$ cat config.mk
export PLATFORM = sky130hd
export DESIGN_NAME = seg7_scan_decoder
export DESIGN_NICKNAME = d
export VERILOG_FILES = /design/src/rtl/seg7_pkg.sv /design/src/rtl/seg7_pattern_decode.sv /design/src/rtl/seg7_scan_decoder.sv
export SDC_FILE = /design/constraint.sdc
export NUM_CORES = 1
export LEC_CHECK = 0
export BUFFER_PORTS_ARGS = -buffer_cell sky130_fd_sc_hd__clkbuf_2
export CORE_ASPECT_RATIO = 0.75
export CORE_MARGIN = 3
export CORE_UTILIZATION = 35
export CTS_BUF_LIST = sky130_fd_sc_hd__clkbuf_8
export DETAILED_ROUTE_END_ITERATION = 12
export SLEW_MARGIN = 10
export SYNTH_ARGS = -nofsm -noshare
export SYNTH_HDL_FRONTEND = slang
export SYNTH_SLANG_ARGS = --single-unit
$ cat constraint.sdc
create_clock -name MCLK -period 5.6 [get_ports MCLK]
set_input_delay 1.12 -clock MCLK [delete_from_list [all_inputs] [get_ports MCLK]]
set_output_delay 1.12 -clock MCLK [all_outputs]
set_load 0.02 [all_outputs]
$ cat src/rtl/seg7_pkg.sv
// Shared types and constants for the 7-segment scan reader.
package seg7_pkg;

    typedef logic [4:0] code_t;

    localparam code_t CODE_BLANK = 5'd16;
    localparam code_t CODE_DASH  = 5'd17;
    localparam code_t CODE_R     = 5'd18;
    localparam code_t CODE_BAD   = 5'd31;

    // Active-high segment patterns, bit order {g,f,e,d,c,b,a}
    localparam logic [6:0] PAT_0     = 7'h3F;
    localparam logic [6:0] PAT_1     = 7'h06;
    localparam logic [6:0] PAT_2     = 7'h5B;
    localparam logic [6:0] PAT_3     = 7'h4F;
    localparam logic [6:0] PAT_4     = 7'h66;
    localparam logic [6:0] PAT_5     = 7'h6D;
    localparam logic [6:0] PAT_6     = 7'h7D;
    localparam logic [6:0] PAT_7     = 7'h07;
    localparam logic [6:0] PAT_8     = 7'h7F;
    localparam logic [6:0] PAT_9     = 7'h6F;
    localparam logic [6:0] PAT_A     = 7'h77;
    localparam logic [6:0] PAT_B     = 7'h7C;
    localparam logic [6:0] PAT_C     = 7'h39;
    localparam logic [6:0] PAT_D     = 7'h5E;
    localparam logic [6:0] PAT_E     = 7'h79;
    localparam logic [6:0] PAT_F     = 7'h71;
    localparam logic [6:0] PAT_BLANK = 7'h00;
    localparam logic [6:0] PAT_DASH  = 7'h40;
    localparam logic [6:0] PAT_R     = 7'h50;

    typedef enum logic [1:0] {
        IDLE   = 2'd0,
        SETTLE = 2'd1,
        HOLD   = 2'd2
    } state_t;

    function automatic logic is_onehot(input logic [3:0] v);
        return (v != 4'b0000) && ((v & (v - 4'd1)) == 4'b0000);
    endfunction

    function automatic logic [1:0] onehot_idx(input logic [3:0] v);
        logic [1:0] idx;
        case (v)
            4'b0010: idx = 2'd1;
            4'b0100: idx = 2'd2;
            4'b1000: idx = 2'd3;
            default: idx = 2'd0;
        endcase
        return idx;
    endfunction

endpackage

$ cat src/rtl/seg7_pattern_decode.sv
// Combinational 7-segment pattern to character code, with unknown-pattern flag.
module seg7_pattern_decode
    import seg7_pkg::*;
(
    input  logic [6:0] pat,
    output code_t      code,
    output logic       bad
);

    // Table lookup; anything not in the character set is reported as bad
    always_comb begin
        code = CODE_BAD;
        bad  = 1'b0;
        case (pat)
            PAT_0:     code = 5'd0;
            PAT_1:     code = 5'd1;
            PAT_2:     code = 5'd2;
            PAT_3:     code = 5'd3;
            PAT_4:     code = 5'd4;
            PAT_5:     code = 5'd5;
            PAT_6:     code = 5'd6;
            PAT_7:     code = 5'd7;
            PAT_8:     code = 5'd8;
            PAT_9:     code = 5'd9;
            PAT_A:     code = 5'd10;
            PAT_B:     code = 5'd11;
            PAT_C:     code = 5'd12;
            PAT_D:     code = 5'd13;
            PAT_E:     code = 5'd14;
            PAT_F:     code = 5'd15;
            PAT_BLANK: code = CODE_BLANK;
            PAT_DASH:  code = CODE_DASH;
            PAT_R:     code = CODE_R;
            default: begin
                code = CODE_BAD;
                bad  = 1'b1;
            end
        endcase
    end

endmodule

$ cat src/rtl/seg7_scan_decoder.sv
// Reader for the multiplexed 7-segment bus: rebuilds the four displayed
// characters, flags illegal anode/segment patterns and a stalled scan.
module seg7_scan_decoder
    import seg7_pkg::*;
#(
    parameter bit          SEG_ACT_LOW = 1'b1,
    parameter bit          AN_ACT_LOW  = 1'b1,
    parameter int unsigned SETTLE_CYC  = 4,
    parameter int unsigned TIMEOUT_CYC = 65536
) (
    input  logic       MCLK,
    input  logic       MR_N,
    input  logic [7:0] SEG7,
    input  logic [3:0] ENSEG,
    input  logic       CLR_ERR,
    output code_t      DIG0,
    output code_t      DIG1,
    output code_t      DIG2,
    output code_t      DIG3,
    output logic [3:0] DP,
    output logic       FRAME_VLD,
    output logic       CHANGED,
    output logic       SEG_ERR,
    output logic       AN_ERR,
    output logic       STALE
);

    localparam int unsigned CW = $clog2(SETTLE_CYC + 1);
    localparam int unsigned TW = $clog2(TIMEOUT_CYC + 1);
    localparam logic [CW-1:0] SETTLE_MAX = CW'(SETTLE_CYC);
    localparam logic [TW-1:0] TMAX       = TW'(TIMEOUT_CYC);

    logic [7:0]    seg_r, seg_p;
    logic [3:0]    en_r, en_p;
    state_t        state;
    logic [CW-1:0] cnt;
    code_t         shadow [4];
    logic [3:0]    shadow_dp;
    logic [3:0]    seen;
    logic          frame_pend;
    logic [TW-1:0] tcnt;

    logic          onehot;
    logic          multi;
    logic          diff;
    logic [1:0]    idx;
    logic          accept;
    code_t         dec_code;
    logic          dec_bad;

    seg7_pattern_decode u_dec (
        .pat  (seg_r[6:0]),
        .code (dec_code),
        .bad  (dec_bad)
    );

    // Input stage: register and normalise to active-high; keep previous copy for change detect
    always_ff @(posedge MCLK or negedge MR_N) begin
        if (!MR_N) begin
            seg_r <= '0;
            en_r  <= '0;
            seg_p <= '0;
            en_p  <= '0;
        end else begin
            seg_r <= SEG_ACT_LOW ? ~SEG7 : SEG7;
            en_r  <= AN_ACT_LOW ? ~ENSEG : ENSEG;
            seg_p <= seg_r;
            en_p  <= en_r;
        end
    end

    // Qualifiers for the FSM: enable shape, stability, and the accept condition
    always_comb begin
        onehot = is_onehot(en_r);
        multi  = !onehot && (en_r != 4'b0000);
        diff   = (en_r != en_p) || (seg_r != seg_p);
        idx    = onehot_idx(en_r);
        accept = (state == SETTLE) && onehot && !diff && (cnt == SETTLE_MAX);
    end

    // Scan FSM with shadow capture, seen mask and sticky error flags
    always_ff @(posedge MCLK or negedge MR_N) begin
        if (!MR_N) begin
            state      <= IDLE;
            cnt        <= '0;
            shadow_dp  <= '0;
            seen       <= '0;
            frame_pend <= 1'b0;
            SEG_ERR    <= 1'b0;
            AN_ERR     <= 1'b0;
            for (int unsigned i = 0; i < 4; i++) begin
                shadow[i] <= CODE_BLANK;
            end
        end else begin
            case (state)
                IDLE: begin
                    if (onehot) begin
                        state <= SETTLE;
                        cnt   <= CW'(1);
                    end
                end
                SETTLE: begin
                    if (!onehot) begin
                        state <= IDLE;
                    end else if (diff) begin
                        cnt <= CW'(1);
                    end else if (cnt == SETTLE_MAX) begin
                        state <= HOLD;
                    end else begin
                        cnt <= cnt + CW'(1);
                    end
                end
                HOLD: begin
                    if (diff) begin
                        if (onehot) begin
                            state <= SETTLE;
                            cnt   <= CW'(1);
                        end else begin
                            state <= IDLE;
                        end
                    end
                end
                default: state <= IDLE;
            endcase

            // Accepts are always at least two cycles apart, so clearing on the
            // frame copy cycle never collides with a new accept.
            if (frame_pend) begin
                seen <= '0;
            end else if (accept) begin
                seen[idx] <= 1'b1;
            end

            if (accept) begin
                shadow[idx]    <= dec_code;
                shadow_dp[idx] <= seg_r[7];
            end
            frame_pend <= accept && ((seen | (4'b0001 << idx)) == 4'b1111);

            SEG_ERR <= (accept && dec_bad) || (SEG_ERR && !CLR_ERR);
            AN_ERR  <= multi || (AN_ERR && !CLR_ERR);
        end
    end

    // Publish a completed frame one cycle after its last accept
    always_ff @(posedge MCLK or negedge MR_N) begin
        if (!MR_N) begin
            DIG0      <= CODE_BLANK;
            DIG1      <= CODE_BLANK;
            DIG2      <= CODE_BLANK;
            DIG3      <= CODE_BLANK;
            DP        <= '0;
            FRAME_VLD <= 1'b0;
            CHANGED   <= 1'b0;
        end else if (frame_pend) begin
            DIG0      <= shadow[0];
            DIG1      <= shadow[1];
            DIG2      <= shadow[2];
            DIG3      <= shadow[3];
            DP        <= shadow_dp;
            FRAME_VLD <= 1'b1;
            CHANGED   <= (shadow[0] != DIG0) || (shadow[1] != DIG1) ||
                         (shadow[2] != DIG2) || (shadow[3] != DIG3) ||
                         (shadow_dp != DP);
        end else begin
            FRAME_VLD <= 1'b0;
            CHANGED   <= 1'b0;
        end
    end

    // Frame timeout: saturating counter, STALE high while saturated
    always_ff @(posedge MCLK or negedge MR_N) begin
        if (!MR_N) begin
            tcnt  <= '0;
            STALE <= 1'b0;
        end else if (frame_pend) begin
            tcnt  <= '0;
            STALE <= 1'b0;
        end else if (tcnt != TMAX) begin
            tcnt  <= tcnt + TW'(1);
            STALE <= ((tcnt + TW'(1)) == TMAX);
        end else begin
            STALE <= 1'b1;
        end
    end

endmodule

==> flow_summary_export.csv, run 1 <==
group,metric,value,unit
status,status,"finished, final reports clean",
floorplanning,rows,37,
logic_synthesis,synth_cell_types,61,
drt,drtPass1Iterations,4,
drt,via_per_inst,5.08,
min_path,min_to,"seen[2]$_DFFE_PN0P_",
power,comb_power_share,0.054,
global_route,antenna_found_initial,0,
worst_setup_path,regToRegSetupSlack,3.27,ns
sta,maxSlewHeadroom,0.498,
floorplanning,num_io_pins,44,
finish,layout_common_cells,"96 x dfrtp_1, 42 x clkbuf_2, 40 x mux2_2",
logic_synthesis,synth_cells,453,
global_route,top_usage_layer,"met1",
logic_synthesis,async_reset_ff_frac,1.00,
logic_synthesis,seq_area_frac_synth,0.510,
worst_setup_path,worstSetupPathType,"reg -> reg",
clocking,cts.sinks,104,
logic_synthesis,netlist_area,5120,um2
sta,fin_crit_sh,0.417,
sta,rsz0062_at_grt,"no",
placement,hpwlAfterDp,7.44,mm
sta,slew_viol_final,0,
finish,final_layout_size_suffix_gt1_frac,0.245,
floorplanning,die_w,146,um
worst_setup_path,r2r_cells,5,
clocking,numCtsBuffers,9,
min_path,hold_depth,2,
floorplanning,initial_core_util,0.365,
worst_setup_path,crit_path_max_incr_delay,0.61,ns
min_path,hp-start,"seen[2]$_DFFE_PN0P_",
power,irDropWorstVdd,0.0000936,V
logic_synthesis,synthFlopType,"dfrtp_1",
worst_setup_path,cp-start-kind,"register",
clocking,cts.path.max_buffers,2,
clocking,clk_latency,0.38,ns
worst_setup_path,setup.worst_path.end_class,"register",
global_route,first_global_vias,3376,
logic_synthesis,synth_area_leaders,"dfrtp_1 47%, mux2_2 8.8%, xnor2_1 5.1%",
run,maxCapViolations,0,
floorplanning,fp.dieH,111,um
global_route,grt_use_total,0.134,
power,p_seq_frac,0.604,
sta,fmax,429,MHz
power,power_density,229,nW/um2
global_route,grt_max_degree,58,
logic_synthesis,synth_top_area_frac,0.469,
clocking,post-cts-setup-buffers,0,
finish,nets,500,
sta,min_period,2.33,ns
global_route,grtUsageMet2,0.193,
finish,n_antenna_cell,0,
power,net-switching-power,0.000336,W
drt,final_antenna_net_count,0,
finish,layout_commonest_cell,"dfrtp_1",
clocking,cts_tree,"built",
sta,finalSetupTns,0,ns
drt,wl_per_cell,15.4,um
global_route,grt-ovfl-total,0,
sta,worst_pin_slew,0.748,ns
worst_setup_path,cp.required,5.87,ns
finish,syn_to_final_growth,9.92,%
finish,design_area,5630,um2
sta,hold_violations,0,
placement,placed_cells,665,
drt,dr.first_iter.drc_count,244,
power,swShare,0.260,
worst_setup_path,cp_data_arrival_time,2.60,ns
logic_synthesis,yosys.area.top_type,"dfrtp_1",
logic_synthesis,synth_fp_nets,472,
min_path,hold_class,"reg -> reg",
logic_synthesis,synth.avg_cell_area,11.3,um2
floorplanning,dieArea,16100,um2
global_route,use_met1,0.200,
clocking,cts_hold_buf,0,
worst_setup_path,cp_slowest_cell,"dfrtp_1",
power,internal_power,0.000954,W
clocking,cts_root_buffer,"clkbuf_8",
logic_synthesis,synth_edf_count,0,
drt,vias,3452,
clocking,cts_resized,0,
worst_setup_path,worstPathMaxFanout,14,
worst_setup_path,cp_cell_sequence,"xnor2_1 > nand4_1 > nor4_4 > and2_1 > mux2_2",
sta,fin_skew,0.00985,ns
finish,layoutNonFillerInstCount,680,
placement,dpl_cell_area,5450,um2
power,p_leak,2.65,nW
global_route,grt_pass1_wl,17.5,mm
worst_setup_path,regToRegEndpoint,"shadow[17]$_DFFE_PN0P_",
power,pwr-share-clk,0.341,
placement,io_buffers,43,
drt,wl,10.4,mm
worst_setup_path,reg2reg_from,"seg_r[2]$_DFF_PN0_",
placement,place_congestion,0.849,
logic_synthesis,ys_ff_latch,104,
power,power,0.00129,W
sta,setup-violations-final,0,
drt,drc,0,
clocking,clk_pin_slew,0.11,ns
global_route,gr-usage-met3,0.0351,
floorplanning,core_area,14000,um2
logic_synthesis,ys_warn_count,0,
clocking,htreeDepth,3,
## area by class of cell
cell class,count,area (um2)
Fill cell,1361,8400
Sequential cell,104,2610
Multi-Input combinational cell,300,2280
Tap cell,195,244
Timing Repair Buffer,45,233
Clock buffer,9,124
Inverter,21,78.8
Clock inverter,6,52.6
## through the flow
stage	utilization	setup WS, ns	hold slack, ns
floorplan	-	3.59	0.349
detailed placement	0.389	3.18	0.483
global placement	0.389	3.25	0.478
CTS	0.401	3.27	0.509
global route	0.401	3.11	0.539
finish	0.401	3.27	0.519
## cells in the mapped netlist (all sizes together) (5+ instances only)
master  instances
dfrtp          96
mux2           46
nor2           31
xnor2          30
xor2           24
inv            21
nand2          17
nand4          17
buf            16
nand3          16
a21oi          12
clkbuf         12
and2           10
nor4            9
dfstp           8
and3            7
o21ai           7
nor3            6
or2             6
a31oi           5
nor3b           5
## power groups by stage
stage	Sequential [W]	Combinational [W]	Clock [W]
final	0.000780	0.0000702	0.000440
after global placement	0.000794	0.0000703	0
after global routing	0.000782	0.0000793	0.000484
after detailed placement	0.000794	0.0000720	0
after floorplan	0.000783	0.0000515	0
after CTS	0.000780	0.0000723	0.000462
## logic make-up (layout without fill, tap and decap cells)
| logic type | count (synthesis) | in the layout | share of synthesized area |
|---|---|---|---|
| buffers and inverters | 49 | 81 | 0.0438 |
| and+or+nand+nor | 144 | 144 | 0.166 |
| AOI/OAI and AO/OA | 49 | 49 | 0.0702 |
| muxes | 49 | 49 | 0.107 |
| adders and majority gates | 4 | 4 | 0.00978 |
| DFF | 104 | 104 | 0.510 |
| xor gates and xnor gates | 54 | 54 | 0.0924 |
## worst max path at each step
stage / from / end
2_1_floorplan: seg_r[4]$_DFF_PN0_ / shadow[10]$_DFFE_PN0P_
3_3_place_gp: MR_N / shadow_dp[1]$_DFFE_PN0P_
3_5_place_dp: MR_N / DP[1]$_DFFE_PN0P_
4_1_cts: seg_r[2]$_DFF_PN0_ / shadow[17]$_DFFE_PN0P_
5_1_grt: seg_r[2]$_DFF_PN0_ / shadow[17]$_DFFE_PN0P_
6_report: seg_r[2]$_DFF_PN0_ / shadow[17]$_DFFE_PN0P_
## critical path, delay by kind of cell (launching register included)
family	cells	cell delay [ns]
AND/OR/NAND/NOR	3	1.04
flip-flops	1	0.61
multiplexers	1	0.38
XOR/XNOR	1	0.20
## layer usage
metal	share of wire	vias up
met1	0.52	1729
met4	0.012	0
met2	0.43	72
met3	0.043	12
met5	0	-
li1	-	1639
## state kept, by name, summed over array words and instances, names as in the netlist
signal,cells
seg_r,8
tcnt,17
state,2
shadow_dp,4
STALE,1
CHANGED,1
frame_pend,1
cnt,3
DIG1,5
en_r,4
SEG_ERR,1
DP,4
seg_p,8
AN_ERR,1
seen,4
shadow,20
FRAME_VLD,1
DIG0,5
DIG3,5
DIG2,5
en_p,4
Power figures use the tool's default switching activity.
==> inputs of run 2 (changes only) <==
==> constraint.sdc (replaced) <==
create_clock -name MCLK -period 2.15 [get_ports MCLK]
set_input_delay 0.43 -clock MCLK [delete_from_list [all_inputs] [get_ports MCLK]]
set_output_delay 0.43 -clock MCLK [all_outputs]
set_load 0.02 [all_outputs]
==> run 2 against run 1 <==
Compared with the run above:
- routed wire length up 5.6%
- flip-flop and latch count unchanged
- core utilization up 2.5 points
- cell count up 5.4%
- cell area up 6.3%
- critical endpoint is now shadow[8]$_DFFE_PN0P_
- highest routed layer unchanged
==> flow_summary_export.csv, run 2 (synthesized netlist as in run 1, its figures left out) <==
group,metric,value,unit
status,status,"finished, final reports clean",
global_route,first_global_vias,3598,
drt,final_antenna_net_count,0,
global_route,grt-ovfl-total,0,
clocking,clk_latency,0.38,ns
floorplanning,core_area,14000,um2
drt,via_per_inst,5.00,
floorplanning,initial_core_util,0.365,
drt,vias,3585,
power,irDropWorstVdd,0.000304,V
floorplanning,dieArea,16100,um2
worst_setup_path,worstSetupPathType,"reg -> reg",
floorplanning,die_w,146,um
placement,dpl_cell_area,5690,um2
sta,maxSlewHeadroom,0.627,
placement,hpwlAfterDp,8.16,mm
sta,slew_viol_final,0,
sta,fin_skew,0.0125,ns
clocking,cts_root_buffer,"clkbuf_8",
floorplanning,num_io_pins,44,
floorplanning,fp.dieH,111,um
sta,fin_crit_sh,0.962,
placement,io_buffers,43,
clocking,htreeDepth,3,
placement,place_ws,0.0228,ns
clocking,cts.sinks,104,
run,maxCapViolations,0,
power,internal_power,0.00255,W
sta,setup-violations-final,0,
finish,layout_commonest_cell,"dfrtp_1",
floorplanning,rows,37,
power,net-switching-power,0.000932,W
finish,largest_register,"shadow",
power,swShare,0.268,
clocking,cts_tree,"built",
drt,dr.first_iter.drc_count,151,
power,pwr-share-clk,0.348,
global_route,grt_pass1_wl,18.9,mm
finish,syn_to_final_growth,16.9,%
global_route,antenna_found_initial,0,
sta,worst_slack,0.0826,ns
worst_setup_path,cp_data_arrival_time,2.34,ns
finish,final_layout_size_suffix_gt1_frac,0.322,
drt,wl_per_cell,15.4,um
drt,wl,11.0,mm
clocking,numCtsBuffers,9,
finish,layout_common_cells,"93 x dfrtp_1, 43 x clkbuf_2, 40 x mux2_2",
power,p_leak,2.85,nW
finish,design_area,5980,um2
sta,min_period,2.07,ns
power,power,0.00348,W
placement,place_congestion,0.906,
sta,hold_ws,0.00346,ns
finish,fill_cells,1316,
power,p_seq_frac,0.577,
worst_setup_path,cp-start-kind,"register",
global_route,grt_max_degree,35,
drt,drc,0,
sta,worst_pin_slew,0.554,ns
finish,nets,536,
min_path,hold_class,"in -> async",
finish,biggestRegsByFlops,"shadow x20, tcnt x17",
drt,drtPass1Iterations,4,
clocking,cts_hold_buf,0,
finish,n_antenna_cell,0,
global_route,grt_use_total,0.145,
worst_setup_path,setup.worst_path.end_class,"register",
sta,hold_violations,0,
clocking,cts.path.max_buffers,2,
sta,fmax,484,MHz
worst_setup_path,regToRegSetupSlack,0.08,ns
clocking,clk_pin_slew,0.11,ns
power,comb_power_share,0.076,
worst_setup_path,cp.required,2.43,ns
worst_setup_path,worstPathMaxFanout,8,
finish,largest_register_ffs,20,
power,power_density,582,nW/um2
## run 2: cell types whose count changed in the layout (fill, tap and decap cells not counted), sizes merged
cell      change
buf          +35
clkbuf        +1
clkinv        +1
clkinvlp      -1
inv           +1
## run 2: timing repair
action / in CTS / in global routing
hold endpoints to repair: 0 / 0
setup endpoints to repair: 1 / 21
buffers inserted: 0 / 7
pin swaps: 0 / 4
gates resized for setup: 1 / 15
## run 2: critical path, stage by stage, from the launching register on
cell and delay, ns:
dfrtp_1 0.49, xnor2_1 0.25, nand4_1 0.18, nor4_4 0.30
buf_4 0.17, and2_2 0.22, mux2_2 0.35
## run 2: final timing paths
| check | to | startpoint | cells after the start |
|---|---|---|---|
| max | shadow[8]$_DFFE_PN0P_ | en_r[2]$_DFF_PN0_ | 6 |
| min | FRAME_VLD$_DFF_PN0_ | MR_N | 1 |
| max reg2reg | shadow[8]$_DFFE_PN0P_ | en_r[2]$_DFF_PN0_ | 6 |
| min reg2reg | en_p[3]$_DFF_PN0_ | en_r[3]$_DFF_PN0_ | 0 |
| max in group asynchronous | shadow[19]$_DFFE_PN1P_ | MR_N | 2 |
| min in group MCLK | seg_r[1]$_DFF_PN0_ | SEG7[1] | 2 |
## run 2: power by group through the flow
| stage | Clock, W | Sequential [W] | Combinational [W] |
|---|---|---|---|
| 2_1_floorplan | 0 | 0.00204 | 0.000134 |
| 3_3_place_gp | 0 | 0.00205 | 0.000249 |
| 3_5_place_dp | 0 | 0.00205 | 0.000254 |
| 4_1_cts | 0.00128 | 0.00201 | 0.000255 |
| 5_1_grt | 0.00135 | 0.00201 | 0.000293 |
| 6_report | 0.00121 | 0.00201 | 0.000264 |
## run 2: layout make-up
class	instances	area, um2	area share
Timing Repair Buffer	81	526	0.0878
Clock inverter	7	72.6	0.0121
Clock buffer	9	124	0.0207
Sequential cell	104	2620	0.437
Tap cell	195	244	0.0408
Inverter	21	78.8	0.0132
Multi-Input combinational cell	300	2320	0.388
## run 2: stage by stage
stage	instances	TNS, ns	utilization
6_report	717	0	0.426
5_1_grt	717	-0.118	0.426
4_1_cts	710	0	0.420
3_5_place_dp	694	0	0.406
3_3_place_gp	694	0	0.406
2_1_floorplan	453	0	-
## run 2: routing by layer
| layer | routed length [um] | track usage | share of wire |
|---|---|---|---|
| met1 | 5560 | 0.210 | 0.50 |
| met2 | 4870 | 0.216 | 0.44 |
| met3 | 462 | 0.0425 | 0.042 |
| met4 | 131 | 0.0278 | 0.012 |
| met5 | 0 | 0 | 0 |
